<file path="src/rtl/memory_access_unit_pkg.sv">
// Shared types and helpers for the memory access stage: access length codes,
// FSM states, the captured Execute Unit op, and the alignment rule.
package memory_access_unit_pkg;

  localparam int unsigned XLEN = 32;

  localparam logic [1:0] LEN_B = 2'd0;
  localparam logic [1:0] LEN_H = 2'd1;
  localparam logic [1:0] LEN_W = 2'd2;

  typedef enum logic {
    ST_IDLE = 1'b0,
    ST_MEM  = 1'b1
  } mau_state_e;

  typedef struct packed {
    logic [XLEN-1:0] addr_r;
    logic [1:0]      len_r;
    logic            is_signed;
    logic            read_en;
    logic [XLEN-1:0] addr_w;
    logic [XLEN-1:0] data_w;
    logic [1:0]      len_w;
    logic            write_en;
    logic [4:0]      rd;
    logic [XLEN-1:0] res;
  } eu_op_t;

  function automatic logic is_misaligned(input logic [1:0] addr_lo, input logic [1:0] len);
    case (len)
      LEN_B:   return 1'b0;
      LEN_H:   return addr_lo[0];
      default: return addr_lo != 2'b00;
    endcase
  endfunction

endpackage

</file>
<file path="src/rtl/memory_access_unit_lane_align.sv">
// Byte-lane handling for one access: byte enables, store replication,
// load lane extraction with sign/zero extension, and the misalign flag.
module mau_lane_align
  import memory_access_unit_pkg::*;
(
  input  logic [1:0]      addr_lo_i,
  input  logic [1:0]      len_i,
  input  logic            is_signed_i,
  input  logic [XLEN-1:0] st_data_i,
  input  logic [XLEN-1:0] ld_raw_i,
  output logic [3:0]      be_o,
  output logic [XLEN-1:0] st_data_o,
  output logic [XLEN-1:0] ld_data_o,
  output logic            misalign_o
);

  logic [7:0]  ld_byte;
  logic [15:0] ld_half;

  always_comb begin
    ld_byte    = ld_raw_i[{addr_lo_i, 3'b000} +: 8];
    ld_half    = ld_raw_i[{addr_lo_i[1], 4'b0000} +: 16];
    misalign_o = is_misaligned(addr_lo_i, len_i);
    case (len_i)
      LEN_B: begin
        be_o      = 4'b0001 << addr_lo_i;
        st_data_o = {4{st_data_i[7:0]}};
        ld_data_o = {{(XLEN-8){is_signed_i & ld_byte[7]}}, ld_byte};
      end
      LEN_H: begin
        be_o      = 4'b0011 << addr_lo_i;
        st_data_o = {2{st_data_i[15:0]}};
        ld_data_o = {{(XLEN-16){is_signed_i & ld_half[15]}}, ld_half};
      end
      default: begin
        be_o      = 4'b1111;
        st_data_o = st_data_i;
        ld_data_o = ld_raw_i;
      end
    endcase
  end

endmodule

</file>
<file path="src/rtl/memory_access_unit.sv">
// Memory stage of the RV32I core: stage register, IDLE/MEM handshake FSM,
// data memory request drive, forwarding/stall to Execute and registered write-back.
module memory_access_unit
  import memory_access_unit_pkg::*;
(
  input  logic            clk,
  input  logic            rstn,
  input  logic [XLEN-1:0] i_eu_addr_r,
  input  logic [1:0]      i_eu_len_r,
  input  logic            i_eu_is_signed,
  input  logic            i_eu_read_en,
  input  logic [XLEN-1:0] i_eu_addr_w,
  input  logic [XLEN-1:0] i_eu_data_w,
  input  logic [1:0]      i_eu_len_w,
  input  logic            i_eu_write_en,
  input  logic [4:0]      i_eu_rd,
  input  logic [XLEN-1:0] i_eu_res,
  output logic [4:0]      o_eu_bypass_reg,
  output logic [XLEN-1:0] o_eu_bypass_data,
  output logic [4:0]      o_eu_reg_not_ready,
  output logic            o_eu_sig_load_x0,
  output logic            o_dmem_req,
  output logic            o_dmem_we,
  output logic [XLEN-1:0] o_dmem_addr,
  output logic [XLEN-1:0] o_dmem_wdata,
  output logic [3:0]      o_dmem_be,
  input  logic            i_dmem_ready,
  input  logic [XLEN-1:0] i_dmem_rdata,
  output logic [4:0]      o_wb_rd,
  output logic [XLEN-1:0] o_wb_data,
  output logic            o_misalign
);

  eu_op_t          op_in, stg_q, stg_d;
  mau_state_e      state_q, state_d;
  logic            in_go, stall, mem_busy, ld_done;
  logic            st_store, st_load, st_mem;
  logic [XLEN-1:0] st_addr;
  logic [1:0]      st_len;
  logic [3:0]      al_be;
  logic [XLEN-1:0] al_wdata, al_ldata;
  logic            al_misalign;
  logic [4:0]      fwd_rd;
  logic [XLEN-1:0] fwd_data;
  logic [4:0]      wb_rd_q;
  logic [XLEN-1:0] wb_data_q;

  // The incoming op's alignment is evaluated here so MEM is entered on the
  // capturing edge and the request rises in the very next cycle.
  always_comb begin
    op_in.addr_r    = i_eu_addr_r;
    op_in.len_r     = i_eu_len_r;
    op_in.is_signed = i_eu_is_signed;
    op_in.read_en   = i_eu_read_en;
    op_in.addr_w    = i_eu_addr_w;
    op_in.data_w    = i_eu_data_w;
    op_in.len_w     = i_eu_len_w;
    op_in.write_en  = i_eu_write_en;
    op_in.rd        = i_eu_rd;
    op_in.res       = i_eu_res;
    in_go = (i_eu_read_en | i_eu_write_en) &
            !is_misaligned(i_eu_write_en ? i_eu_addr_w[1:0] : i_eu_addr_r[1:0],
                           i_eu_write_en ? i_eu_len_w : i_eu_len_r);
  end

  always_comb begin
    mem_busy = (state_q == ST_MEM);
    stall    = mem_busy & !i_dmem_ready;
    st_store = stg_q.write_en;
    st_load  = stg_q.read_en & !stg_q.write_en;
    st_mem   = st_store | st_load;
    st_addr  = st_store ? stg_q.addr_w : stg_q.addr_r;
    st_len   = st_store ? stg_q.len_w : stg_q.len_r;
    ld_done  = mem_busy & st_load & i_dmem_ready;
  end

  mau_lane_align u_align (
    .addr_lo_i   (st_addr[1:0]),
    .len_i       (st_len),
    .is_signed_i (stg_q.is_signed),
    .st_data_i   (stg_q.data_w),
    .ld_raw_i    (i_dmem_rdata),
    .be_o        (al_be),
    .st_data_o   (al_wdata),
    .ld_data_o   (al_ldata),
    .misalign_o  (al_misalign)
  );

  always_ff @(posedge clk or negedge rstn) begin
    if (!rstn) state_q <= ST_IDLE;
    else       state_q <= state_d;
  end

  always_comb begin
    state_d = state_q;
    case (state_q)
      ST_IDLE: state_d = in_go ? ST_MEM : ST_IDLE;
      ST_MEM:  if (i_dmem_ready) state_d = in_go ? ST_MEM : ST_IDLE;
    endcase
    stg_d = stall ? stg_q : op_in;
  end

  always_comb begin
    o_dmem_req         = mem_busy;
    o_dmem_we          = mem_busy & st_store;
    o_dmem_addr        = mem_busy ? {st_addr[XLEN-1:2], 2'b00} : '0;
    o_dmem_be          = mem_busy ? al_be : '0;
    o_dmem_wdata       = (mem_busy & st_store) ? al_wdata : '0;
    o_eu_sig_load_x0   = stall;
    o_misalign         = st_mem & al_misalign;
    o_eu_reg_not_ready = (mem_busy & st_load) ? stg_q.rd : '0;
    fwd_rd             = '0;
    fwd_data           = '0;
    if (!st_mem) begin
      fwd_rd   = stg_q.rd;
      fwd_data = stg_q.res;
    end else if (ld_done) begin
      fwd_rd   = stg_q.rd;
      fwd_data = al_ldata;
    end
    if (fwd_rd == 5'd0) fwd_data = '0;
    o_eu_bypass_reg  = fwd_rd;
    o_eu_bypass_data = fwd_data;
  end

  always_ff @(posedge clk or negedge rstn) begin
    if (!rstn) begin
      stg_q     <= '0;
      wb_rd_q   <= '0;
      wb_data_q <= '0;
    end else begin
      stg_q     <= stg_d;
      wb_rd_q   <= fwd_rd;
      wb_data_q <= fwd_data;
    end
  end

  assign o_wb_rd   = wb_rd_q;
  assign o_wb_data = wb_data_q;

endmodule
</file>
<file path="config.mk">
export PLATFORM = sky130hd
export DESIGN_NAME = memory_access_unit
export DESIGN_NICKNAME = d
export VERILOG_FILES = /design/src/rtl/memory_access_unit_pkg.sv /design/src/rtl/memory_access_unit_lane_align.sv /design/src/rtl/memory_access_unit.sv
export SDC_FILE = /design/constraint.sdc
export NUM_CORES = 1
export LEC_CHECK = 0
export BUFFER_PORTS_ARGS = -buffer_cell sky130_fd_sc_hd__clkbuf_2
export CAP_MARGIN = 20
export CORE_MARGIN = 2
export CORE_UTILIZATION = 45
export DETAILED_ROUTE_END_ITERATION = 8
export PLACE_DENSITY = 0.77
export SLEW_MARGIN = 20
export SYNTH_ARGS = -nofsm -noshare
export SYNTH_HDL_FRONTEND = slang
export SYNTH_HIERARCHICAL = 1
export SYNTH_SLANG_ARGS = --single-unit
</file>
<file path="constraint.sdc">
create_clock -name clk -period 2.3 [get_ports clk]
set_clock_uncertainty 0.1 [all_clocks]
set_input_delay 0.345 -clock clk [delete_from_list [all_inputs] [get_ports clk]]
set_output_delay 0.345 -clock clk [all_outputs]
set_load 0.01 [all_outputs]
</file>
Yosys cells after proc, flatten, opt, wreduce, memory -nomap -nowiden. Index checks and enable logic that the tools add are counted.

Mux-type cells: 21. Equality and inequality tests: 2. Shift operators: 4. Reductions and logical operators: 8. Bitwise gates (word level): 12.

Operator list (number): two-way mux 32 bit (6); case mux 32 bit (2 select lines) (2); indexed part select 32 x 6 -> 16 bit (1); indexed part select 32 x 6 -> 8 bit (1); two-way mux 5 bit (3); AND 1 bit (9); case mux 4 bit (2 select lines) (1); two-way mux 2 bit (3); case mux 1 bit (2 select lines) (3); logical NOT 5 bit (1); == test 2 x 1 -> 1 bit (second input constant) (2); logical NOT 2 bit (2); two-way mux 4 bit (1); nonzero test 2 bit (2); left shift 1 x 2 -> 4 bit (first input constant) (1); left shift 2 x 2 -> 4 bit (first input constant) (1); logical NOT 1 bit (3); two-way mux 1 bit (2); bitwise OR 1 bit (2); inverter 1 bit (1).

Logic and storage cells: 60. Register bits: 178.

Depth between registers and ports, before layout.
Depth in word-level cells: 8. Gate-level depth with buffers: 10. Depth with buffers taken out: 6.

Cells and area by module. Netlist, hierarchy kept.

Modules (own cells, without submodules): memory_access_unit (area an instance 7803.7 sq um, times used 1, cells each 883, seq. area each 4454.3 sq um); mau_lane_align (area an instance 1138.6 sq um, times used 1, cells each 169, seq. area each 0.0 sq um).

Least setup slack after synthesis. OpenSTA, ideal clock, no wires.

Path kind: reg2out. Start: reg stg_q, in the netlist st_store. End: out o_eu_bypass_data[2]. Path slack: -0.313 ns. Stages on the path, launching flop included: 9. Arrival: 2.168 ns. Path buffers: 3. Required time: 1.855 ns. Cells stage by stage: dfrtp_1 -> buf_2 -> buf_2 -> mux2_2 -> buf_2 -> or3b_2 -> o221ai_1 -> a21oi_1 -> nor2_1.

RTL lines: start: declaration (line memory_access_unit.sv:34) `eu_op_t op_in, stg_q, stg_d;`; start signal: assignment (line memory_access_unit.sv:132) `stg_q <= stg_d;`; two-way mux 2 bit * (line memory_access_unit.sv:73) `st_len = st_store ? stg_q.len_w : stg_q.len_r;`; via st_len[0] (line memory_access_unit.sv:39) `logic [1:0] st_len;`; == test 2 x 1 -> 1 bit / logical NOT 2 bit (equally long branches) (line memory_access_unit_lane_align.sv:24) `case (len_i)`; case mux 32 bit (2 select lines) * (line memory_access_unit_lane_align.sv:24); via al_ldata[2] (line memory_access_unit.sv:41) `logic [XLEN-1:0] al_wdata, al_ldata;`; two-way mux 32 bit * (line memory_access_unit.sv:117) `end else if (ld_done) begin`; two-way mux 32 bit * (line memory_access_unit.sv:114) `if (!st_mem) begin`; two-way mux 32 bit * (line memory_access_unit.sv:121) `if (fwd_rd == 5'd0) fwd_data = '0;`; end: declaration (line memory_access_unit.sv:19) `output logic [XLEN-1:0] o_eu_bypass_data,`.

The timed path passes the listed nets; every way through them passes the cells marked *.

Worst setup path after layout.
Start: reg stg_q, in the netlist st_store. End: out o_eu_bypass_data[31].

RTL lines: two-way mux 32 bit (line memory_access_unit.sv:72) `st_addr = st_store ? stg_q.addr_w : stg_q.addr_r;`; via st_addr[0] (line memory_access_unit.sv:38) `logic [XLEN-1:0] st_addr;`; indexed part select 32 x 6 -> 8 bit (line memory_access_unit_lane_align.sv:21) `ld_byte = ld_raw_i[{addr_lo_i, 3'b000} +: 8];`; AND 1 bit (line memory_access_unit_lane_align.sv:28) `ld_data_o = {{(XLEN-8){is_signed_i & ld_byte[7]}}, ld_byte};`; case mux 32 bit (2 select lines) (line memory_access_unit_lane_align.sv:24); via al_ldata[31] (line memory_access_unit.sv:41); two-way mux 32 bit (line memory_access_unit.sv:117); two-way mux 32 bit (line memory_access_unit.sv:114); two-way mux 32 bit (line memory_access_unit.sv:121).

The timed path passes the listed nets, and every way through them passes these cells.

==> impl_metrics.tcl <==
set metrics [dict create \
    status "complete, but fails checks" \
    violations "negative setup slack" \
    synth_cells 1052 \
    drv_cap 0 \
    cp_slowest_cell "dfrtp_2" \
    max_freq_mhz 347 \
    ant_nets 0 \
    finalCritPeriodShare 1.25 \
    grt_pass1_vias 8216 \
    final_common_cell "nand2_1" \
    routed_via_density 5.06 \
    power.leakage_nw 6.61 \
    cp-start-kind "flip-flop" \
    cts_tree "yes" \
    slowest_delay_ps 460 \
    grt_max_degree 142 \
    drt_wl_total_um 27600 \
    grt_setup_unrepaired "true" \
    rrSetupSlack_ps 110 \
    grt_pass1_wl_um 43700 \
    boundaryPins 326 \
    cts_buffers 17 \
    antenna_found_initial 6 \
    design_area_um2 11900 \
    post-route-util 0.611 \
    vias 8412 \
    grt-ovfl-total 0 \
    die-area_um2 21000 \
    hold_violations 0 \
    track_usage 0.260 \
    setup_violations 64 \
    r2r-start "st_store$_DFFE_PN0N_" \
    required_ps 1860 \
    worst_slew_margin_rel 0.556 \
    firstDrtPassIters 7 \
    cp_max_fo 16 \
    whs_ps 14.2 \
    worst_slew_pin_slew_ps 666 \
    drc_errors 0 \
    arrival_ps 2440 \
    layout_common_cells "nand2_1 (457), clkbuf_2 (314), dfrtp_1 (176)" \
    path_class "flip-flop to primary output" \
    layout_min_cycle_time_ps 2880 \
    hold_path.class "primary input to flip-flop" \
    core_um2 19500 \
    syn_area_um2 8940 \
    cp-end-kind "primary output" \
    cpLargestDelayFamily "multiplexers" \
    final.setup.worst_slack_ps -581 \
    ys_seq_area_frac 0.498 \
    wl_per_cell_um 16.6 \
    ys_ff_latch 178 \
    path_buf_inv 3 \
    crit_start "st_store$_DFFE_PN0N_" \
    vdd_ir_drop_max_v 0.000513 \
    ys_types 38 \
    finalNetCount 1558 \
    path_clk_slew_ps 70 \
    yosys_warnings 6 \
    clock_sinks 178 \
    htree_levels 4 \
    cts_buffer_depth 2 \
    avgSynthCellArea_um2 8.50 \
    cp_cell_sequence "buf_4, mux2_4, mux4_2, nand3_4, buf_12, nand3_1, a21oi_2, nor2_1, clkbuf_2" \
    io_buffers 323 \
    root_buffer "clkbuf_16" \
    initial_core_util 0.459 \
    powerDensity_nw_per_um2 778 \
    placed_cell_area_um2 10900 \
    hold_path.startpoint "i_eu_addr_w[13]" \
    insertion_delay_ps 420 \
    maxSlewViolCount 0 \
    drt_iter0_markers 492 \
    dieHeight_um 145 \
    drive_above_1_share 0.342 \
    synthToLayoutAreaGrowth_pct 32.9 \
    hpwl_um 19700 \
    rows 51 \
    gp_congestion 0.910 \
    die_w_um 145 \
]
-- layout make-up --
type                       instances  area [um^2]
antenna                            2         5.00
timing repair buffer             393         2380
tap                              265          332
sequential                       178         4460
fill                            1690         7580
inverter                           3         13.8
clock inverter                    13          123
multi-input combinational        790         4130
clock buffer                      19          443
-- through the flow --
stage                     std cells  setup slack, ps  TNS (ps)  total power, W
final                          1663             -581    -25560         0.00924
after global routing           1661             -670    -32450         0.00975
after CTS                      1656             -579    -26010         0.00921
after detailed placement       1607             -174     -4240         0.00628
after global placement         1607             -128     -2330         0.00622
after floorplan                1053             -134     -2800         0.00529
-- cells in the mapped netlist (all sizes together) --
master   instances  area share
o2bb2ai          1     0.00098
nand3           18       0.011
conb             1     0.00042
o21a             1     0.00084
mux2i           45       0.050
mux4             2      0.0055
o22ai            2      0.0014
nand4b           1     0.00098
nor3             3      0.0017
mux2            22       0.028
and2            15       0.010
nor2b           68       0.048
a21oi           37       0.021
nand2          457        0.19
a21boi           1     0.00084
o21ai           13      0.0073
nand2b           4      0.0028
and3            34       0.024
inv              3      0.0013
or3b             1     0.00098
nor2            42       0.018
o221ai           2      0.0020
o211ai           8      0.0067
and2b            1     0.00084
o21bai           3      0.0025
a211oi           2      0.0017
nand3b           1     0.00084
buf             60       0.048
clkbuf          22      0.0092
a211o            1     0.00098
dfrtp          178        0.50
a221o            3      0.0034
-- sequential cells by signal, summed over array words and instances (netlist names) --
signal / cells
stg_q: 139
o_wb_data: 32
o_wb_rd: 5
o_dmem_req: 1
st_store: 1
-- layer usage --
metal,part of all wire,vias up,global-route usage
li1,-,4006,-
met1,0.40,3920,0.320
met2,0.49,409,0.441
met3,0.082,69,0.0692
met4,0.030,8,0.0926
met5,0.0020,-,0
-- cells by family after synthesis --
logic type,Yosys count,share of synthesized area
AO/OA/AOI/OAI,74,0.0493
flip-flops,178,0.498
multiplexers,69,0.0835
other,1,0.000419
AND/OR/NAND/NOR,645,0.310
buffers and inverters,85,0.0583
-- power by group --
part	internal, W	total, W	switching [W]
Sequential	0.00349	0.00371	0.000218
Clock	0.00146	0.00282	0.00136
Combinational	0.00121	0.00272	0.00151
-- worst register-to-register path: stages (launching register included) --
cell and delay, ps:
dfrtp_2 460, buf_4 160, mux2_4 330, mux4_2 340
nand3_4 130, buf_12 150, nand3_1 80, a21oi_1 130
nor2_1 70, buf_4 150
-- path summary, 6_finish.rpt --
kind / to / depth (start not counted)
min reg2reg: stg_q[24]$_DFFE_PN0N_ / 2
max: o_eu_bypass_data[31] / 9
min: stg_q[85]$_DFFE_PN0N_ / 3
min in group asynchronous: stg_q[21]$_DFFE_PN0N_ / 2
max reg2reg: o_wb_data[18]$_DFF_PN0_ / 9
max in group asynchronous: o_wb_data[25]$_DFF_PN0_ / 3
-- repair_timing --
item                                   CTS  global route
gates resized for setup                 33            32
endpoints found under the hold margin   66             2
hold buffers                            11             2
pin swaps                                9            10
setup endpoints to repair               75            76
setup buffers                            6             3
cloned                                   0             1
No activity file was read; power rests on OpenSTA's default activity.
